File: config.mk
export PLATFORM = sky130hd
export DESIGN_NAME = apb_debug_requester
export DESIGN_NICKNAME = d
export VERILOG_FILES = /design/src/rtl/apb_debug_requester_pkg.sv /design/src/rtl/apb_debug_requester.sv
export SDC_FILE = /design/constraint.sdc
export NUM_CORES = 1
export LEC_CHECK = 0
export BUFFER_PORTS_ARGS = -buffer_cell sky130_fd_sc_hd__buf_2
export CORE_ASPECT_RATIO = 1.25
export CORE_UTILIZATION = 40
export CTS_CLUSTER_SIZE = 16
export DETAILED_ROUTE_END_ITERATION = 10
export PLACE_DENSITY = 0.7
export SLEW_MARGIN = 20
export SYNTH_ARGS = -nofsm -noshare
export SYNTH_HDL_FRONTEND = slang
export SYNTH_SLANG_ARGS = --single-unit
File: constraint.sdc
create_clock -name PCLK -period 1.6 [get_ports PCLK]
set_clock_uncertainty 0.15 [all_clocks]
set_input_delay 0.24 -clock PCLK [delete_from_list [all_inputs] [get_ports PCLK]]
set_output_delay 0.24 -clock PCLK [all_outputs]
set_load 0.01 [all_outputs]
File: src/rtl/apb_debug_requester_pkg.sv
// Shared constants for the debug APB requester: FSM state encoding and default timeout.
// Latency: n/a (constants only).
// Backpressure: n/a.
package apb_debug_requester_pkg;

    // FSM state encoding, kept as plain 2-bit constants for legacy tool flows
    localparam logic [1:0] ST_IDLE   = 2'd0;
    localparam logic [1:0] ST_SETUP  = 2'd1;
    localparam logic [1:0] ST_ACCESS = 2'd2;
    localparam logic [1:0] ST_RESP   = 2'd3;

    // Default number of ACCESS cycles to wait for PREADY before aborting
    localparam int DEFAULT_TIMEOUT = 64;

endpackage

File: src/rtl/apb_debug_requester.sv
// APB requester for the debugger's narrow APB segment: one host command -> one APB transfer -> one response.
// Latency: accept at cycle 0, SETUP at 1, ACCESS at 2, rsp_valid at 3 + completer wait cycles (timeout aborts after TIMEOUT ACCESS cycles).
// Backpressure: response held until rsp_ready; cmd_ready is low while a transfer or an untaken response is outstanding.
//
// Ports:
//   PCLK, PRESET                       clock, asynchronous active-high reset
//   cmd_valid/cmd_ready                host command handshake (cmd_addr, cmd_write, cmd_wdata)
//   rsp_valid/rsp_ready                response handshake (rsp_rdata, rsp_error)
//   busy                               FSM not idle
//   PSEL, PENABLE, PADDR, PWRITE,
//   PWDATA, PRDATA, PREADY             APB requester interface
module apb_debug_requester
    import apb_debug_requester_pkg::*;
#(
    parameter int ADDR_W  = 5,
    parameter int DATA_W  = 8,
    parameter int TIMEOUT = DEFAULT_TIMEOUT
) (
    input  logic              PCLK,
    input  logic              PRESET,

    input  logic              cmd_valid,
    output logic              cmd_ready,
    input  logic [ADDR_W-1:0] cmd_addr,
    input  logic              cmd_write,
    input  logic [DATA_W-1:0] cmd_wdata,

    output logic              rsp_valid,
    input  logic              rsp_ready,
    output logic [DATA_W-1:0] rsp_rdata,
    output logic              rsp_error,

    output logic              busy,

    output logic              PSEL,
    output logic              PENABLE,
    output logic [ADDR_W-1:0] PADDR,
    output logic              PWRITE,
    output logic [DATA_W-1:0] PWDATA,
    input  logic [DATA_W-1:0] PRDATA,
    input  logic              PREADY
);

    localparam int              CNT_W    = $clog2(TIMEOUT);
    localparam logic [CNT_W-1:0] CNT_LAST = CNT_W'(TIMEOUT - 1);

    logic [1:0]        state_q,     state_d;
    logic [CNT_W-1:0]  cnt_q,       cnt_d;
    logic              psel_q,      psel_d;
    logic              penable_q,   penable_d;
    logic [ADDR_W-1:0] paddr_q,     paddr_d;
    logic              pwrite_q,    pwrite_d;
    logic [DATA_W-1:0] pwdata_q,    pwdata_d;
    logic              rsp_valid_q, rsp_valid_d;
    logic [DATA_W-1:0] rsp_rdata_q, rsp_rdata_d;
    logic              rsp_error_q, rsp_error_d;
    logic              accept;

    // A new command may enter from IDLE, or from RESP in the same cycle the
    // host takes the response, which gives the 3-cycle back-to-back cadence.
    assign cmd_ready = (state_q == ST_IDLE) | ((state_q == ST_RESP) & rsp_ready);
    assign accept    = cmd_valid & cmd_ready;

    always_comb begin
        state_d     = state_q;
        cnt_d       = cnt_q;
        psel_d      = psel_q;
        penable_d   = penable_q;
        paddr_d     = paddr_q;
        pwrite_d    = pwrite_q;
        pwdata_d    = pwdata_q;
        rsp_valid_d = rsp_valid_q;
        rsp_rdata_d = rsp_rdata_q;
        rsp_error_d = rsp_error_q;

        case (state_q)
            ST_IDLE: begin
                // acceptance handled below
            end
            ST_SETUP: begin
                penable_d = 1'b1;
                cnt_d     = '0;
                state_d   = ST_ACCESS;
            end
            ST_ACCESS: begin
                // PREADY wins over the timeout in the final wait cycle
                if (PREADY) begin
                    psel_d      = 1'b0;
                    penable_d   = 1'b0;
                    rsp_valid_d = 1'b1;
                    rsp_rdata_d = pwrite_q ? '0 : PRDATA;
                    rsp_error_d = 1'b0;
                    state_d     = ST_RESP;
                end else if (cnt_q == CNT_LAST) begin
                    psel_d      = 1'b0;
                    penable_d   = 1'b0;
                    rsp_valid_d = 1'b1;
                    rsp_rdata_d = '0;
                    rsp_error_d = 1'b1;
                    state_d     = ST_RESP;
                end else begin
                    cnt_d = cnt_q + 1'b1;
                end
            end
            ST_RESP: begin
                if (rsp_ready) begin
                    rsp_valid_d = 1'b0;
                    state_d     = ST_IDLE;
                end
            end
            default: begin
                state_d = ST_IDLE;
            end
        endcase

        // Latch the command and open the SETUP phase; overrides the IDLE
        // return from RESP when a command arrives in the same cycle.
        if (accept) begin
            paddr_d   = cmd_addr;
            pwrite_d  = cmd_write;
            pwdata_d  = cmd_write ? cmd_wdata : '0;
            psel_d    = 1'b1;
            penable_d = 1'b0;
            state_d   = ST_SETUP;
        end
    end

    always_ff @(posedge PCLK or posedge PRESET) begin
        if (PRESET) begin
            state_q     <= ST_IDLE;
            cnt_q       <= '0;
            psel_q      <= 1'b0;
            penable_q   <= 1'b0;
            paddr_q     <= '0;
            pwrite_q    <= 1'b0;
            pwdata_q    <= '0;
            rsp_valid_q <= 1'b0;
            rsp_rdata_q <= '0;
            rsp_error_q <= 1'b0;
        end else begin
            state_q     <= state_d;
            cnt_q       <= cnt_d;
            psel_q      <= psel_d;
            penable_q   <= penable_d;
            paddr_q     <= paddr_d;
            pwrite_q    <= pwrite_d;
            pwdata_q    <= pwdata_d;
            rsp_valid_q <= rsp_valid_d;
            rsp_rdata_q <= rsp_rdata_d;
            rsp_error_q <= rsp_error_d;
        end
    end

    assign busy      = (state_q != ST_IDLE);
    assign PSEL      = psel_q;
    assign PENABLE   = penable_q;
    assign PADDR     = paddr_q;
    assign PWRITE    = pwrite_q;
    assign PWDATA    = pwdata_q;
    assign rsp_valid = rsp_valid_q;
    assign rsp_rdata = rsp_rdata_q;
    assign rsp_error = rsp_error_q;

endmodule

==> impl_metrics.toml, run 1 <==
[logic_synthesis]
synth_mux_area_share_pct = 5.73
synth_simple_gate_area_share_pct = 14.7
ys_async_sr_fraction_pct = 100
ys_seq_area_share_pct = 53.3
synth_edf_count = 0
synth_compound_area_share_pct = 17.6
yosys.area.top_type = "dfrtp_1"
yosysMostFrequentCell = "dfrtp_1"
synth_top_area_share_pct = 53.3
synth_commonest_cells = "dfrtp_1 (34), nand2_1 (26), o21ai_0 (10)"
synth_top_family_by_area = "compound AO/OA/AOI/OAI gates"
synth_cell_types = 38
yosys_register_bits = 34
syn-num-nets = 178
synth_xor_area_share_pct = 0.549
synthAdderAreaFrac_pct = 4.71
synth_area_leaders = "dfrtp_1 (53%), nand2_1 (6.1%), a22o_1 (4.9%), ha_1 (4.7%), mux2_2 (3.5%)"
synth_area_per_cell_sq_um = 11.0
synth_cells = 145
yosys_warnings = 0
ys.flop_type = "dfrtp_1"
netlist_area_sq_um = 1600

[critical_path]
start_kind = "flip-flop"
crit_type = "reg2out"
r2r_cells = 7
crit_slowest_cell = "dfrtp_2"
r2r-start = "state_q[0]$_DFFE_PP0P_"
r2r_end = "state_q[1]$_DFFE_PP0P_"
crit_chain = "inv_2, ha_4, a21o_4, buf_6, buf_6"
rrSetupSlack_ns = -0.08
endpoint_kind = "output port"
cpMostUsedCell = "buf_6"
cp_max_fo = 3
critPathMaxStageDelay_ns = 0.41
critPathRequiredTime_ns = 1.21
arrival_ns = 1.33

[drt]
drtIter0Drc = 36
viasPerCell = 4.93
drt_wl_total_um = 3640
via_count = 1396
drc = 0
dr.pass1.iters = 4
wl_per_cell_um = 12.9
antenna_left = 0

[pwr]
p_int_uw = 2840
pwr-share-seq_pct = 32.2
power.switching_uw = 1650
irDropWorstVdd_mv = 0.990
powerDensity_nw_per_um2 = 1890
power_uw = 4500
p_leak_uw = 0.00116
sw_frac_of_total_pct = 36.8
power_frac_clock_pct = 14.4
comb_power_share_pct = 53.4

[finish]
post-route-util_pct = 62.9
n_antenna_cell = 0
fin_cells = 283
final_nets = 261
final_layout_size_suffix_gt1_share_pct = 52.4
syn2layout_area_growth_pct = 49.3

[placed_design]
place.gp.congestion = 0.819
dp_cells = 262
portBuffers = 54
dpl.hpwl_um = 2450

[worst_hold_path]
hold_class = "in2reg"
hold_end = "rsp_rdata[3]$_DFFE_PP0P_"
hp-start = "PRDATA[3]"
whs_path_depth = 2

[floorplan]
rows = 25
die_w_um = 58.5
initial_core_util_pct = 42.1
ioPinCount = 55
die_h_um = 72.6
die_area_sq_um = 4250
core_area_sq_um = 3780

[sta]
tightest_slew_ns = 0.414
maxSlewHeadroom_pct = 72.4
fin_crit_sh_pct = 107
maxSlewViolCount = 0
setup_violations = 15
rsz0062_at_grt = "yes"
hold_ws_ns = 0.0222
hold_violations = 0
fin_ws_ns = -0.119
timing.fmax_mhz = 582
period_minus_slack_ns = 1.72

[run_status]
violations = "setup timing"
status = "finished, violations left"

[grt]
grt_pass1_vias = 1294
grtUsageTotal_pct = 18.8
grt_max_degree = 35
antenna_found_initial = 0
gr-total-overflow = 0
grt_pass1_wl_um = 5980

[clock_tree]
clock-sinks = 34
cts_max_level = 2
clock_latency_ns = 0.28
clockBufferDepth = 2
cts_tree = "done"
clkSlewWorstSetupHoldPaths_ns = 0.07
clock-root-buffer = "clkbuf_8"
cts_inserted_buffers = 5

[job]
maxCapViolCount = 0
-- layout by cell type, fill, tap and decap left out, types with 2 or more instances in the layout --
cell type / synthesis / layout
buf_6: 1 / 4
a22o_1: 9 / 9
nand3_1: 3 / 3
buf_4: 0 / 19
o22ai_1: 2 / 2
inv_2: 1 / 2
a21oi_1: 7 / 5
nand2_2: 2 / 2
clkbuf_8: 0 / 6
o21ai_0: 10 / 5
nor3_1: 2 / 2
nor2_1: 3 / 2
o311ai_1: 2 / 2
ha_4: 0 / 3
nand2_1: 26 / 25
a21oi_2: 0 / 2
nand2_8: 0 / 2
ha_2: 0 / 2
nor4_2: 0 / 2
mux2_4: 1 / 6
inv_1: 7 / 5
dfrtp_2: 0 / 2
dfrtp_1: 34 / 32
a32oi_1: 2 / 2
buf_2: 1 / 53
o21ai_1: 0 / 5
-- critical path, delay by kind of cell, from the launching register on --
kind | cells | cell delay, ns
adder cells (fa/ha/maj) | 1 | 0.16
flip-flops | 1 | 0.41
AO/OA/AOI/OAI | 1 | 0.18
buffers and inverters | 3 | 0.29
-- sequential cells by signal, summed over array words and instances (netlist names) --
signal     count
PSEL           1
state_q        2
PWRITE         1
PWDATA         8
PENABLE        1
rsp_rdata      8
PADDR          5
rsp_error      1
cnt_q          6
rsp_valid      1
-- routing by layer --
metal / vias up / track usage (%) / part of all wire, %
met2: 53 / 29.2 / 49
met3: 7 / 6.03 / 6.1
met1: 655 / 24.4 / 44
li1: 681 / - / -
met4: 0 / 7.41 / 1.5
met5: - / 0 / 0
-- what timing repair did --
action	CTS	global route
setup buffers	7	3
hold buffers	1	0
setup endpoints to repair	9	32
hold endpoints to repair	34	0
gates cloned	0	2
resized for setup	15	25
pin swaps	5	13
-- how the worst max path moves through the flow --
stage	cells past startpoint	from	endpoint
after floorplan	5	state_q[0]$_DFFE_PP0P_	PWRITE$_DFFE_PP0P_
after global placement	6	state_q[1]$_DFFE_PP0P_	state_q[1]$_DFFE_PP0P_
after detailed placement	6	state_q[1]$_DFFE_PP0P_	state_q[1]$_DFFE_PP0P_
after CTS	5	state_q[0]$_DFFE_PP0P_	cmd_ready
after global routing	5	state_q[0]$_DFFE_PP0P_	cmd_ready
final	5	state_q[0]$_DFFE_PP0P_	cmd_ready
-- logic make-up (layout without fill, tap and decap cells) --
family / Yosys count / count (layout)
compound gates: 38 / 38
xor+xnor: 1 / 1
fa+ha+maj: 6 / 6
buf+inv: 12 / 95
flops: 34 / 34
mux: 8 / 8
simple gates: 46 / 47
-- per-stage QoR --
stage	setup WS (ns)	setup TNS (ns)	instance area [sq um]
floorplan	-0.0133	-0.0133	1610
global placement	-0.00712	-0.00712	2030
detailed placement	-0.0421	-0.0535	2030
CTS	-0.162	-0.673	2250
global route	-0.170	-1.92	2380
finish	-0.119	-0.531	2380
-- power groups by stage --
| stage | Combinational [uW] | Sequential [uW] | Clock (uW) |
|---|---|---|---|
| 2_1_floorplan | 925 | 1580 | 0 |
| 6_report | 2400 | 1450 | 646 |
| 4_1_cts | 2090 | 1440 | 668 |
| 3_3_place_gp | 1740 | 1440 | 0 |
| 5_1_grt | 2610 | 1490 | 713 |
| 3_5_place_dp | 1780 | 1430 | 0 |
-- final cells by class --
cell class | instances | area, sq um
fillers | 329 | 1400
flip-flops and latches | 34 | 853
multi-input cells | 100 | 832
repair buffers | 79 | 503
clock buffers | 7 | 86.3
well taps | 54 | 67.6
inverters | 8 | 35.0
clock inverters | 1 | 5.00
Power figures use the tool's default switching activity.
==> run 2, diff against run 1 <==
--- a/config.mk
+++ b/config.mk
@@ -11,6 +11,7 @@
 export CTS_CLUSTER_SIZE = 16
 export DETAILED_ROUTE_END_ITERATION = 10
 export PLACE_DENSITY = 0.7
+export REMOVE_ABC_BUFFERS = 1
 export SLEW_MARGIN = 20
 export SYNTH_ARGS = -nofsm -noshare
 export SYNTH_HDL_FRONTEND = slang
==> impl_metrics.toml, run 2 (synthesis results as in run 1) <==
[finish]
layout_commonest_cell = "buf_2"
n_antenna_cell = 0
final_nets = 267
fin_cells = 289
syn2layout_area_growth_pct = 56.5
mostFrequentLayoutCells = "buf_2 (52), dfrtp_1 (32), nand2_1 (25)"
final_layout_size_suffix_gt1_share_pct = 55.3
num-fill-cells = 301

[critical_path]
rrSetupSlack_ns = -0.11
arrival_ns = 1.35
r2r_cells = 9
endpoint = "cmd_ready"
cp_max_fo = 4
r2r-start = "state_q[1]$_DFFE_PP0P_"
startpoint = "state_q[1]$_DFFE_PP0P_"
critPathRequiredTime_ns = 1.21
endpoint_kind = "output port"
start_kind = "flip-flop"
crit_type = "reg2out"
r2r_end = "cnt_q[3]$_DFFE_PP0P_"

[drt]
drt_wl_total_um = 4070
via_count = 1445
dr.pass1.iters = 4
drtIter0Drc = 20
drc = 0
wl_per_cell_um = 14.1
viasPerCell = 5.00
antenna_left = 0

[grt]
grt_max_degree = 35
grt_pass1_vias = 1417
antenna_found_initial = 0
gr-total-overflow = 0
grt_pass1_wl_um = 6460
grtUsageTotal_pct = 20.6

[placed_design]
place_ws_ns = -0.0709
place.gp.congestion = 0.801
dp_cells = 268
portBuffers = 54
dpl.hpwl_um = 2610

[clock_tree]
cts_max_level = 2
clock_latency_ns = 0.29
cts_tree = "done"
clock-root-buffer = "clkbuf_8"
cts_inserted_buffers = 5
clockBufferDepth = 2
clock-sinks = 34
clkSlewWorstSetupHoldPaths_ns = 0.07

[floorplan]
initial_core_util_pct = 42.1
ioPinCount = 55
die_area_sq_um = 4250
core_area_sq_um = 3780
die_w_um = 58.5
die_h_um = 72.6
rows = 25

[worst_hold_path]
whs_path_depth = 2
hold_class = "in2reg"

[sta]
tightest_slew_ns = 0.413
maxSlewHeadroom_pct = 72.5
rsz0062_at_grt = "yes"
fin_ws_ns = -0.141
fin_setup_tns_ns = -0.833
timing.fmax_mhz = 574
hold_ws_ns = 0.0190
hold_violations = 0
period_minus_slack_ns = 1.74
fin_crit_sh_pct = 109
setup_violations = 13
maxSlewViolCount = 0

[pwr]
power_uw = 4960
irDropWorstVdd_mv = 1.05
powerDensity_nw_per_um2 = 1990
p_leak_uw = 0.00119

[run_status]
violations = "setup timing"
status = "finished, violations left"

[job]
maxCapViolCount = 0
run 2: cell types whose count changed in the layout (fill, tap and decap cells not counted), sizes merged:
cell and change:
buf +6, clkinv -1, bufinv +1
run 2: layout make-up:
class	count	area (sq um)	area share, %
Clock buffer	7	76.3	3.06
Clock inverter	1	30.0	1.20
Inverter	8	35.0	1.40
Multi-Input combinational cell	100	858	34.4
Sequential cell	34	853	34.2
Tap cell	54	67.6	2.71
Timing Repair Buffer	85	577	23.1
run 2: stage by stage:
stage	util, %	instance area, sq um
after global placement	54.2	2050
final	66.0	2500
after floorplan	-	1570
after global routing	66.0	2500
after detailed placement	54.2	2050
after CTS	61.1	2310
run 2: worst min-delay path by stage:
stage	from	to
floorplan	PREADY	rsp_error$_DFFE_PP0P_
finish	PRDATA[6]	rsp_rdata[6]$_DFFE_PP0P_
detailed placement	PRESET	rsp_rdata[0]$_DFFE_PP0P_
CTS	PRDATA[5]	rsp_rdata[5]$_DFFE_PP0P_
global route	PRDATA[7]	rsp_rdata[7]$_DFFE_PP0P_
global placement	PRESET	rsp_rdata[0]$_DFFE_PP0P_
run 2: routing by layer:
metal | share of wire (%) | vias to the layer above | GRT usage (%)
li1 | - | 695 | -
met2 | 50 | 55 | 32.1
met4 | 2.2 | 0 | 10.1
met5 | 0 | - | 0
met1 | 43 | 688 | 26.6
met3 | 5.3 | 7 | 5.32
run 2: what timing repair did:
action,in CTS,in global routing
pin swaps,5,12
resized for setup,26,28
endpoints found under the setup margin,22,32
gates cloned,1,1
setup buffers,4,7
endpoints found under the hold margin,34,0
hold buffers,1,0
run 2: worst max-delay path, cell delays in order (launching register included):
cell	delay (ns)
dfrtp_2	0.42
inv_2	0.08
ha_4	0.16
a21o_4	0.18
buf_6	0.11
buf_6	0.11
run 2: where the power goes:
part | internal [uW] | total, uW | switching, uW | leakage (uW)
clock | 466 | 773 | 308 | 0.0000524
combinational | 1470 | 2720 | 1250 | 0.000704
sequential | 1220 | 1470 | 250 | 0.000432
total | 3160 | 4960 | 1800 | 0.00119
==> run 3, diff against run 2 <==
--- a/config.mk
+++ b/config.mk
@@ -10,7 +10,8 @@
 export CORE_UTILIZATION = 40
 export CTS_CLUSTER_SIZE = 16
 export DETAILED_ROUTE_END_ITERATION = 10
-export PLACE_DENSITY = 0.7
+export GPL_TIMING_DRIVEN = 0
+export PLACE_DENSITY = 0.67
 export REMOVE_ABC_BUFFERS = 1
 export SLEW_MARGIN = 20
 export SYNTH_ARGS = -nofsm -noshare
==> constraint.sdc (replaced) <==
create_clock -name PCLK -period 2 [get_ports PCLK]
set_clock_uncertainty 0.15 [all_clocks]
set_input_delay 0.3 -clock PCLK [delete_from_list [all_inputs] [get_ports PCLK]]
set_output_delay 0.3 -clock PCLK [all_outputs]
set_load 0.05 [all_outputs]
==> impl_metrics.toml, run 3 (synthesis results as in run 1) <==
[run_status]
status = "finished, violations left"
violations = "hold timing"

[clock_tree]
post-cts-setup-buffers = 0
clockBufferDepth = 2
cts_resized = 2
cts_max_level = 2
clock-root-buffer = "clkbuf_8"
holdBufCountCts = 0
clkSlewWorstSetupHoldPaths_ns = 0.07
cts_inserted_buffers = 5
clock_latency_ns = 0.28
clock-sinks = 34
cts_tree = "done"

[drt]
met3_length_um = 221
antenna_left = 0
drc = 0
wl_per_cell_um = 14.4
drt_wl_total_um = 3690
wl_met1_um = 1580
viasPerCell = 5.20
via_count = 1336
dr.pass1.iters = 4
top_layer = "met4"
drtIter0Drc = 70
met2_length_um = 1830

[floorplan]
die_area_sq_um = 4250
ioPinCount = 55
rows = 25
initial_core_util_pct = 42.1
core_area_sq_um = 3780
die_h_um = 72.6
die_w_um = 58.5

[sta]
setup_violations = 0
fin_crit_sh_pct = 96.4
hold_ws_ns = -0.0249
maxSlewViolCount = 0
maxSlewHeadroom_pct = 53.0
timing.fmax_mhz = 519
period_minus_slack_ns = 1.93
rsz0062_at_grt = "yes"
tightest_slew_ns = 0.703
hold_violations = 34

[pwr]
powerDensity_nw_per_um2 = 1890
p_leak_uw = 0.000996
irDropWorstVdd_mv = 1.14

[placed_design]
portBuffers = 54
placed_area_sq_um = 1910
place.gp.congestion = 0.882
dpl.hpwl_um = 2640
dp_cells = 249

[job]
maxCapViolCount = 0

[grt]
antenna_found_initial = 0
grt_max_degree = 35
grt_pass1_wl_um = 6170
grt_pass1_vias = 1315
grtUsageTotal_pct = 19.2
gr-total-overflow = 0

[finish]
n_antenna_cell = 0
layout_commonest_cell = "buf_2"
fin_cells = 257
final_nets = 235
syn2layout_area_growth_pct = 26.0
design_area_sq_um = 2010
final_layout_size_suffix_gt1_share_pct = 38.9
mostFrequentLayoutCells = "buf_2 (53), dfrtp_1 (34), nand2_1 (26)"

[critical_path]
critPathRequiredTime_ns = 1.55
start_kind = "flip-flop"
endpoint_kind = "output port"
cp_max_fo = 5
crit_type = "reg2out"
arrival_ns = 1.48

[worst_hold_path]
hold_class = "in2async"
## run 3: routing by layer
layer | vias up | track usage (%)
met5 | - | 0
met4 | 0 | 8.20
met3 | 7 | 3.37
met2 | 59 | 31.5
met1 | 643 | 24.8
li1 | 627 | -
## run 3: final timing paths
kind                                   startpoint                       end  slack [ns]  cells after the start
max                        state_q[0]$_DFFE_PP0P_                 cmd_ready        0.07                      3
min                                        PRESET  rsp_rdata[0]$_DFFE_PP0P_       -0.02                      2
max reg2reg                state_q[0]$_DFFE_PP0P_    state_q[1]$_DFFE_PP0P_        0.08                      6
min reg2reg                 PWDATA[2]$_DFFE_PP0P_     PWDATA[2]$_DFFE_PP0P_        0.32                      2
max in group asynchronous                  PRESET     PWDATA[1]$_DFFE_PP0P_        1.27                      2
min in group PCLK                       PRDATA[7]  rsp_rdata[7]$_DFFE_PP0P_        0.09                      2
## run 3: cell type report
type                            count  area (sq um)
Inverter                            8          30.0
Tap cell                           54          67.6
Fill cell                         348          1770
Sequential cell                    34           851
Timing Repair Buffer               54           273
Clock buffer                        7          86.3
Clock inverter                      1          5.00
Multi-Input combinational cell     99           698
## run 3: stage by stage
step | worst slack [ns] | power [uW] | hold WS (ns) | setup TNS (ns) | util, %
floorplan | 0.0732 | 2750 | 0.240 | 0 | -
global placement | 0.0311 | 3190 | 0.309 | 0 | 50.4
detailed placement | -0.0426 | 3260 | 0.309 | -0.295 | 50.4
CTS | 0.0491 | 3800 | 0.00529 | 0 | 53.1
global route | -0.0134 | 4010 | 0.0358 | -0.0134 | 53.1
finish | 0.0728 | 3800 | -0.0249 | 0 | 53.1
## run 3: power breakdown
part / internal (uW) / switching (uW)
registers: 971 / 194
logic: 575 / 1530
clock network: 278 / 245
## run 3: critical path, cell delays in order, from the launching register on
cell and delay [ns]:
dfrtp_1 0.43, ha_1 0.29, a21o_2 0.28, buf_4 0.20
